$ cat src/rtl/mesi_isc_breq_arb_cntl.sv
// mesi_isc_breq_arb_cntl: breq ack/ID generation and round-robin broad arbiter; MESI_ISC_BREQ_ARB_STATS_EN adds per-CPU grant counters
`timescale 1ns/1ps
module mesi_isc_breq_arb_cntl #(
  parameter int NUM_CPUS = 4,
  parameter int MBUS_CMD_WIDTH = 3,
  parameter int ADDR_WIDTH = 32,
  parameter int BROAD_TYPE_WIDTH = 2,
  parameter int BROAD_ID_WIDTH = 7,
  localparam int CPU_ID_WIDTH = $clog2(NUM_CPUS)
) (
  input  logic clk,
  input  logic rst_n,
  input  logic [NUM_CPUS*MBUS_CMD_WIDTH-1:0] mbus_cmd_array_i,
  input  logic [NUM_CPUS-1:0] cpu_en_i,
  input  logic [NUM_CPUS-1:0] fifo_status_empty_array_i,
  input  logic [NUM_CPUS-1:0] fifo_status_full_array_i,
  input  logic broad_fifo_status_full_i,
  input  logic [NUM_CPUS*ADDR_WIDTH-1:0] broad_addr_array_i,
  input  logic [NUM_CPUS*BROAD_TYPE_WIDTH-1:0] broad_type_array_i,
  input  logic [NUM_CPUS*BROAD_ID_WIDTH-1:0] broad_id_array_i,
  output logic [NUM_CPUS-1:0] mbus_ack_array_o,
  output logic [NUM_CPUS-1:0] fifo_wr_array_o,
  output logic [NUM_CPUS-1:0] fifo_rd_array_o,
  output logic broad_fifo_wr_o,
  output logic [ADDR_WIDTH-1:0] broad_addr_o,
  output logic [BROAD_TYPE_WIDTH-1:0] broad_type_o,
  output logic [CPU_ID_WIDTH-1:0] broad_cpu_id_o,
  output logic [BROAD_ID_WIDTH-1:0] broad_id_o,
  output logic [NUM_CPUS*BROAD_TYPE_WIDTH-1:0] breq_type_array_o,
  output logic [NUM_CPUS*CPU_ID_WIDTH-1:0] breq_cpu_id_array_o,
  output logic [NUM_CPUS*BROAD_ID_WIDTH-1:0] breq_id_array_o
`ifdef MESI_ISC_BREQ_ARB_STATS_EN
  ,
  output logic [NUM_CPUS*16-1:0] grant_cnt_array_o
`endif
);
  localparam logic [MBUS_CMD_WIDTH-1:0] MESI_ISC_MBUS_CMD_WR_BROAD = MBUS_CMD_WIDTH'(3);
  localparam logic [MBUS_CMD_WIDTH-1:0] MESI_ISC_MBUS_CMD_RD_BROAD = MBUS_CMD_WIDTH'(4);
  localparam logic [BROAD_TYPE_WIDTH-1:0] MESI_ISC_BREQ_TYPE_NOP = BROAD_TYPE_WIDTH'(0);
  localparam logic [BROAD_TYPE_WIDTH-1:0] MESI_ISC_BREQ_TYPE_WR = BROAD_TYPE_WIDTH'(1);
  localparam logic [BROAD_TYPE_WIDTH-1:0] MESI_ISC_BREQ_TYPE_RD = BROAD_TYPE_WIDTH'(2);
  localparam int IDB_WIDTH = BROAD_ID_WIDTH - CPU_ID_WIDTH;
  logic [NUM_CPUS-1:0] elig, sel, ack_nxt;
  logic [NUM_CPUS*BROAD_TYPE_WIDTH-1:0] type_nxt;
  logic [CPU_ID_WIDTH-1:0] rr_ptr, gnt_idx, idx;
  logic [MBUS_CMD_WIDTH-1:0] cmd;
  logic any_gnt;
  logic [IDB_WIDTH-1:0] id_base;
  assign elig = ~fifo_status_empty_array_i & cpu_en_i;
  // descending scan so the last hit kept is the nearest one at or after rr_ptr
  always_comb begin
    gnt_idx = '0;
    any_gnt = 1'b0;
    idx = '0;
    for (int k = NUM_CPUS - 1; k >= 0; k--) begin
      idx = rr_ptr + CPU_ID_WIDTH'(k);
      if (elig[idx]) begin
        gnt_idx = idx;
        any_gnt = 1'b1;
      end
    end
  end
  assign sel = any_gnt ? NUM_CPUS'(1) << gnt_idx : '0;
  assign fifo_rd_array_o = sel & {NUM_CPUS{~broad_fifo_status_full_i}};
  assign broad_fifo_wr_o = |fifo_rd_array_o;
  assign fifo_wr_array_o = mbus_ack_array_o;
  assign broad_cpu_id_o = gnt_idx;
  assign broad_addr_o = any_gnt ? broad_addr_array_i[gnt_idx*ADDR_WIDTH +: ADDR_WIDTH] : '0;
  assign broad_type_o = any_gnt ? broad_type_array_i[gnt_idx*BROAD_TYPE_WIDTH +: BROAD_TYPE_WIDTH] : '0;
  assign broad_id_o = any_gnt ? broad_id_array_i[gnt_idx*BROAD_ID_WIDTH +: BROAD_ID_WIDTH] : '0;
  always_comb begin
    ack_nxt = '0;
    type_nxt = '0;
    cmd = '0;
    breq_cpu_id_array_o = '0;
    breq_id_array_o = '0;
    for (int c = 0; c < NUM_CPUS; c++) begin
      cmd = mbus_cmd_array_i[c*MBUS_CMD_WIDTH +: MBUS_CMD_WIDTH];
      ack_nxt[c] = cpu_en_i[c] && (cmd == MESI_ISC_MBUS_CMD_WR_BROAD || cmd == MESI_ISC_MBUS_CMD_RD_BROAD)
                   && !fifo_status_full_array_i[c] && !mbus_ack_array_o[c];
      type_nxt[c*BROAD_TYPE_WIDTH +: BROAD_TYPE_WIDTH] = cmd == MESI_ISC_MBUS_CMD_WR_BROAD ? MESI_ISC_BREQ_TYPE_WR :
                                                         cmd == MESI_ISC_MBUS_CMD_RD_BROAD ? MESI_ISC_BREQ_TYPE_RD :
                                                         MESI_ISC_BREQ_TYPE_NOP;
      breq_cpu_id_array_o[c*CPU_ID_WIDTH +: CPU_ID_WIDTH] = CPU_ID_WIDTH'(c);
      breq_id_array_o[c*BROAD_ID_WIDTH +: BROAD_ID_WIDTH] = {id_base, CPU_ID_WIDTH'(c)};
    end
  end
  always_ff @(posedge clk or negedge rst_n) begin
    if (!rst_n) begin
      mbus_ack_array_o <= '0;
      breq_type_array_o <= {NUM_CPUS{MESI_ISC_BREQ_TYPE_NOP}};
      id_base <= '0;
      rr_ptr <= '0;
    end else begin
      mbus_ack_array_o <= ack_nxt;
      breq_type_array_o <= type_nxt;
      if (|fifo_wr_array_o) id_base <= id_base + IDB_WIDTH'(1);
      if (broad_fifo_wr_o) rr_ptr <= gnt_idx + CPU_ID_WIDTH'(1);
    end
  end
`ifdef MESI_ISC_BREQ_ARB_STATS_EN
  always_ff @(posedge clk or negedge rst_n) begin
    if (!rst_n) grant_cnt_array_o <= '0;
    else
      for (int c = 0; c < NUM_CPUS; c++)
        if (fifo_rd_array_o[c] && grant_cnt_array_o[c*16 +: 16] != 16'hFFFF)
          grant_cnt_array_o[c*16 +: 16] <= grant_cnt_array_o[c*16 +: 16] + 16'd1;
  end
`endif
endmodule

$ cat config.mk
export PLATFORM = sky130hd
export DESIGN_NAME = mesi_isc_breq_arb_cntl
export DESIGN_NICKNAME = d
export VERILOG_FILES = /design/src/rtl/mesi_isc_breq_arb_cntl.sv
export SDC_FILE = /design/constraint.sdc
export NUM_CORES = 1
export LEC_CHECK = 0
export BUFFER_PORTS_ARGS = -buffer_cell sky130_fd_sc_hd__buf_4
export CAP_MARGIN = 0
export CELL_PAD_IN_SITES_DETAIL_PLACEMENT = 1
export CELL_PAD_IN_SITES_GLOBAL_PLACEMENT = 2
export CORE_MARGIN = 10
export CORE_UTILIZATION = 17
export DETAILED_ROUTE_END_ITERATION = 8
export GPL_TIMING_DRIVEN = 0
export PLACE_DENSITY = 0.95
export REMOVE_ABC_BUFFERS = 1
export SETUP_SLACK_MARGIN = 0.2
export SLEW_MARGIN = 20
export SYNTH_ARGS = -nofsm -noshare
export SYNTH_HDL_FRONTEND = slang
export SYNTH_SLANG_ARGS = --single-unit
$ cat constraint.sdc
create_clock -name clk -period 3.1 [get_ports clk]
set_input_delay 0.62 -clock clk [delete_from_list [all_inputs] [get_ports clk]]
set_output_delay 0.62 -clock clk [all_outputs]
set_load 0.05 [all_outputs]
; Word-level counts from Yosys, hierarchy flattened
; Cells that the tools add are included.
[word_totals]
ramBits = 0
rom_bits = 0
latchBits = 0
in_bits = 191
reg_bits = 19
mem_count = 0
[classes]
n_eq_ne = 8
n_mul = 1
shifts = 4
bitwise = 4
n_mux = 28
addsub = 5
n_reduce_logical = 26
div = 0
magnitude_cmp = 4
[ops]
columns = cell, count
row1 = 128-bit by 8-bit indexed part select with 32-bit output, 1
row2 = 32-bit 2-to-1 mux, 1
row3 = 28-bit by 6-bit indexed part select with 7-bit output, 1
row4 = 2-bit 2-to-1 mux, 13
row5 = "3-bit by 2-bit equality test with 1-bit output, second input constant", 4
row6 = "3-bit equality test, second input constant", 4
row7 = 1-bit logical AND, 12
row8 = "2-bit by 3-bit < comparator with 1-bit output, second input constant", 4
row9 = 4-bit AND, 2
row10 = 1-bit binary-select mux with 2-bit select, 4
row11 = 1-bit zero test, 8
row12 = 1-bit 2-to-1 mux, 8
row13 = 4-bit OR reduction, 2
row14 = 8-bit by 4-bit indexed part select with 2-bit output, 1
row15 = 7-bit 2-to-1 mux, 1
row16 = "5-bit by 1-bit adder with 5-bit output, second input constant", 1
row17 = "2-bit by 3-bit multiplier with 5-bit output, second input constant", 1
row18 = "2-bit by 1-bit adder with 2-bit output, second input constant", 2
row19 = "2-bit adder, second input constant", 2
row20 = 1-bit logical OR, 4
row21 = 4-bit 2-to-1 mux, 1
row22 = 4-bit inverter, 1
row23 = "1-bit by 2-bit left shift with 4-bit output, first input constant", 1
row24 = 1-bit inverter, 1

; Depth between registers and ports, before layout
[logic_depth]
word_depth = 12
depth_mapped = 7
ltp_nobuf = 5

; Least setup slack after synthesis
; OpenSTA, ideal clock, no wires.
[synth_timing]
kind = input to output
from = in fifo_status_empty_array_i[2]
to = out fifo_rd_array_o[1]
t_arrival_ns = 2.871
path_slack_ns = -0.391
t_required_ns = 2.480
cell_stages = 4
n_path_buf = 0
path_cell_list = nand2b_1 > a41oi_1 > nand2b_1 > nor2_1
[synth_between]
elab_chain_cells = 11
elab_cells_between_ends = 21
classes_between = 1 x shift / 17 x mux / 3 x bitwise
[synth_rtl]
columns = item, line
row1 = "start, declared", 15  ; input logic [NUM_CPUS-1:0] fifo_status_empty_array_i,
row2 = 4-bit inverter (*), 49  ; assign elig = ~fifo_status_empty_array_i & cpu_en_i;
row3 = 4-bit AND (*), 49
row4 = 1-bit binary-select mux with 2-bit select, 57  ; if (elig[idx]) begin
row5 = 1-bit 2-to-1 mux (not written as such), 57
row6 = 2-bit 2-to-1 mux (4 in a row), 57
row7 = 1-bit by 2-bit left shift with 4-bit output, 63  ; assign sel = any_gnt ? NUM_CPUS'(1) << gnt_idx : '0;
row8 = 4-bit 2-to-1 mux (*), 63
row9 = 4-bit AND (*), 64  ; assign fifo_rd_array_o = sel & {NUM_CPUS{~broad_fifo_status_full_i}};
row10 = "end, declared", 23  ; output logic [NUM_CPUS-1:0] fifo_rd_array_o,
; Every way passes the cells marked *; elsewhere a longest branch is shown, timed or not. The select of a mux whose other input is x is not followed.

; Final worst setup path
[layout_timing]
from = in fifo_status_empty_array_i[3]
to = out broad_addr_o[22]
[layout_between]
elab_chain_cells = 10
elab_cells_between_ends = 20
classes_between = 1 x shift / 17 x mux / 2 x bitwise
[layout_rtl]
columns = item, line
row1 = 4-bit inverter (*), 49
row2 = 4-bit AND (*), 49
row3 = 1-bit binary-select mux with 2-bit select, 57
row4 = 1-bit 2-to-1 mux (not written as such), 57
row5 = 2-bit 2-to-1 mux (4 in a row), 57
row6 = 128-bit by 8-bit indexed part select with 32-bit output, 68  ; assign broad_addr_o = any_gnt ? broad_addr_array_i[gnt_idx*ADDR_WIDTH +: ADDR_WIDTH] : '0;
row7 = 32-bit 2-to-1 mux (*), 68
row8 = "end, declared", 25  ; output logic [ADDR_WIDTH-1:0] broad_addr_o,
; Marks and branches as above.

==> metrics <==
status complete, no violations; CTS max path bufs 2; Data required, critical path about 2500 ps; initial antenna violation count 0; final hold vios 0; part of the Yosys area used for sequential elements 19.7%; HPWL Detailed ~12 mm; Avg Inst Size Synth 9.27 sq um; multiplexer area fraction after synthesis around 35%; post-synthesis simple-gate area fraction 8.87%; Area Growth Syn to Fin 107%; Most Frequent Cell on Critical Path buf_12; FILL cells between 1500 and 2000; LEAKAGE ~2.7 nW; largest net degree at the start of global routing 29; worst slew pin tran 666 ps; hold_ws 228 ps; mapped cell area 0.00241 sq mm; Die Ht roughly 140 um; CTS clock-pin slew for the worst setup and hold paths 60 ps; clk_lat worst skew about 260 ps; switching pwr roughly 0.0016 W; critical path start-end classification in -> out; post-route cell area 0.00499 sq mm; Worst Setup End Kind primary output; most common cell after layout, fill and taps aside buf_4; via density per instance 4.39; die width about 140 um; Max Clock Freq ~0.33 GHz; asr flop ratio synth 100%; Logic pwr share 77.0%; RSZ-0062 raised after global routing yes; CTS sink count 19; uppermost routed layer met4; first-pass GRT wire length 21.3 mm; Yosys top cell by area mux2i_1; Slowest-stage cell, CP buf_4; Iteration-0 DRC Markers just under 70; Yosys top cell area share roughly a third; row cnt 43; Met3 Wirelength ~1.3 mm; Post-synth top flop dfrtp_1; Synth Area in Compound Gates about 16%; vias in the first global route roughly 3800; Yosys cell types 33; Tmin final 2990 ps; H-tree depth 1; PortBufs 274; metal2 WL 7.58 mm; total CTS buffers 3; DR pass1 iterations 4; placed cell area 0.00448 sq mm; Vias ~3100; Cell Int Power roughly 0.0013 W; period utilization between 90% and 100%; CTS tree done; Finish-stage setup viols 0; diode count 0; Worst Skew ~1.8 ps; clock power share under 10%; Flop pwr share about an eighth; All-Layer GR Usage 13.6%; Synth Area in Adders less than 1%; WP data arrival between 2000 and 2500 ps; DRT met1 WL between 5 and 6 mm; xor/xnor cell area share of the yosys netlist ~2.1%; number of synthesized flops with an enable pin 0; delay of the slowest critical-path stage ~260 ps; Worst Hold Class in -> async; die area ~0.019 sq mm; DRC viols 0; starting density of the core roughly 17%; post-synthesis register bit count 19; switching fraction of total power a little under three fifths; final WL between 10 and 15 mm; Final ANT Viol Nets 0; worst vdd ir between 0.4 and 0.5 mV; YS warnings 0; Crit Path Max Fanout 8; Root Driver clkbuf_16; synth top area cells mux2i_1, dfrtp_1, buf_4; most frequent cells in the layout buf_4, mux2i_1, o22ai_1, dfrtp_1, conb_1; global route total overflow 0; WL/cell 20.1 um; Hold-fix buffers, CTS 0; core box area 0.0139 sq mm; nets between 700 and 800; PwrDens 566 mW/mm^2; Critical Path Source Type input port; Rel. slew slack a little under three fifths; I/O pins around 290; Mapped Cells 260; main combinational cell family by area after synthesis multiplexers; max-cap violations 0; Cell Chain, Critical Path buf_6 > nand2b_4 > o2111ai_4 > o311ai_4 > buf_6 > buf_12 > buf_12 > buf_12 > mux2i_1 > o22ai_1 > buf_4; gpl congestion approximately 0.82; max-slew violations 0; layout cells sized above 1 62.5%
[cell families after synthesis]
logic type / count (synthesis)
adders and majority gates: 1
buffers and inverters: 57
AOI/OAI and AO/OA: 54
and+or+nand+nor: 39
DFF: 19
xor gates and xnor gates: 5
other: 2
muxes: 83
[per-stage QoR]
stage                     std cells  worst slack, ps  util [%]  TNS (ps)  total power (W)
after floorplan                 221            -2480         -   -114870          0.00166
after global placement          675            -3220      31.1   -143270          0.00235
after detailed placement        684             -625      32.3    -10710          0.00240
after CTS                       707              127      35.4         0          0.00282
after global routing            711             70.9      36.0         0          0.00296
final                           711              112      36.0         0          0.00283
[layer usage]
metal	vias to the layer above	global-route usage [%]
met1	1455	14.1
met3	15	4.83
li1	1473	-
met4	0	3.02
met2	179	25.4
met5	-	0
[sequential cells by signal, indices dropped and copies added, names as in the netlist]
| register | flops |
|---|---|
| rr_ptr | 2 |
| breq_type_array_o | 8 |
| fifo_wr_array_o | 4 |
| id_base | 5 |
[area by class of cell]
type,instances,area [sq um],area share [%]
inverter,4,17.5,0.351
tap,180,225,4.51
clock buffer,3,75.1,1.50
sequential,19,478,9.57
timing repair buffer,305,2510,50.2
clock inverter,1,7.51,0.150
multi-input combinational,199,1680,33.7
[worst paths after layout]
path / end / slack [ps] / from / cells after the start
hold / removal: breq_type_array_o[7] / 230 / rst_n / 1
setup / recovery: broad_addr_o[22] / 110 / fifo_status_empty_array_i[3] / 11
setup reg to reg: rr_ptr[1] / 1330 / rr_ptr[1] / 6
max in group asynchronous: rr_ptr[0] / 2660 / rst_n / 1
min in group clk: fifo_wr_array_o[2] / 510 / fifo_wr_array_o[2] / 1
hold reg to reg: fifo_wr_array_o[2] / 510 / fifo_wr_array_o[2] / 1
[worst max-delay path, delay by kind of cell]
kind / cells / cell delay, ps
buf+inv: 6 / 890
compound gates: 3 / 590
simple gates: 1 / 160
mux: 1 / 110
[power groups by stage]
stage | combinational (W) | sequential [W] | clock [W]
floorplan | 0.000849 | 0.000810 | 0
global placement | 0.00199 | 0.000361 | 0
detailed placement | 0.00203 | 0.000370 | 0
CTS | 0.00216 | 0.000370 | 0.000282
global route | 0.00228 | 0.000385 | 0.000301
finish | 0.00218 | 0.000372 | 0.000279
[synth_stat cells (all sizes together), types with 2 or more instances]
library cell	n
mux2i	82
buf	44
o22ai	41
dfrtp	19
nor2	13
clkbuf	9
nand2	7
nand2b	6
nor3b	5
o21ai	5
inv	4
nor4b	4
xnor2	4
a21oi	2
conb	2
nand4	2
[repair_timing]
action                     4_1_cts  5_1_grt
gates cloned                     3        0
resized for setup               31       12
setup endpoints to repair       42       38
buffers inserted                16        4
pin swaps                       11        9
No activity file was read; power rests on OpenSTA's default activity.
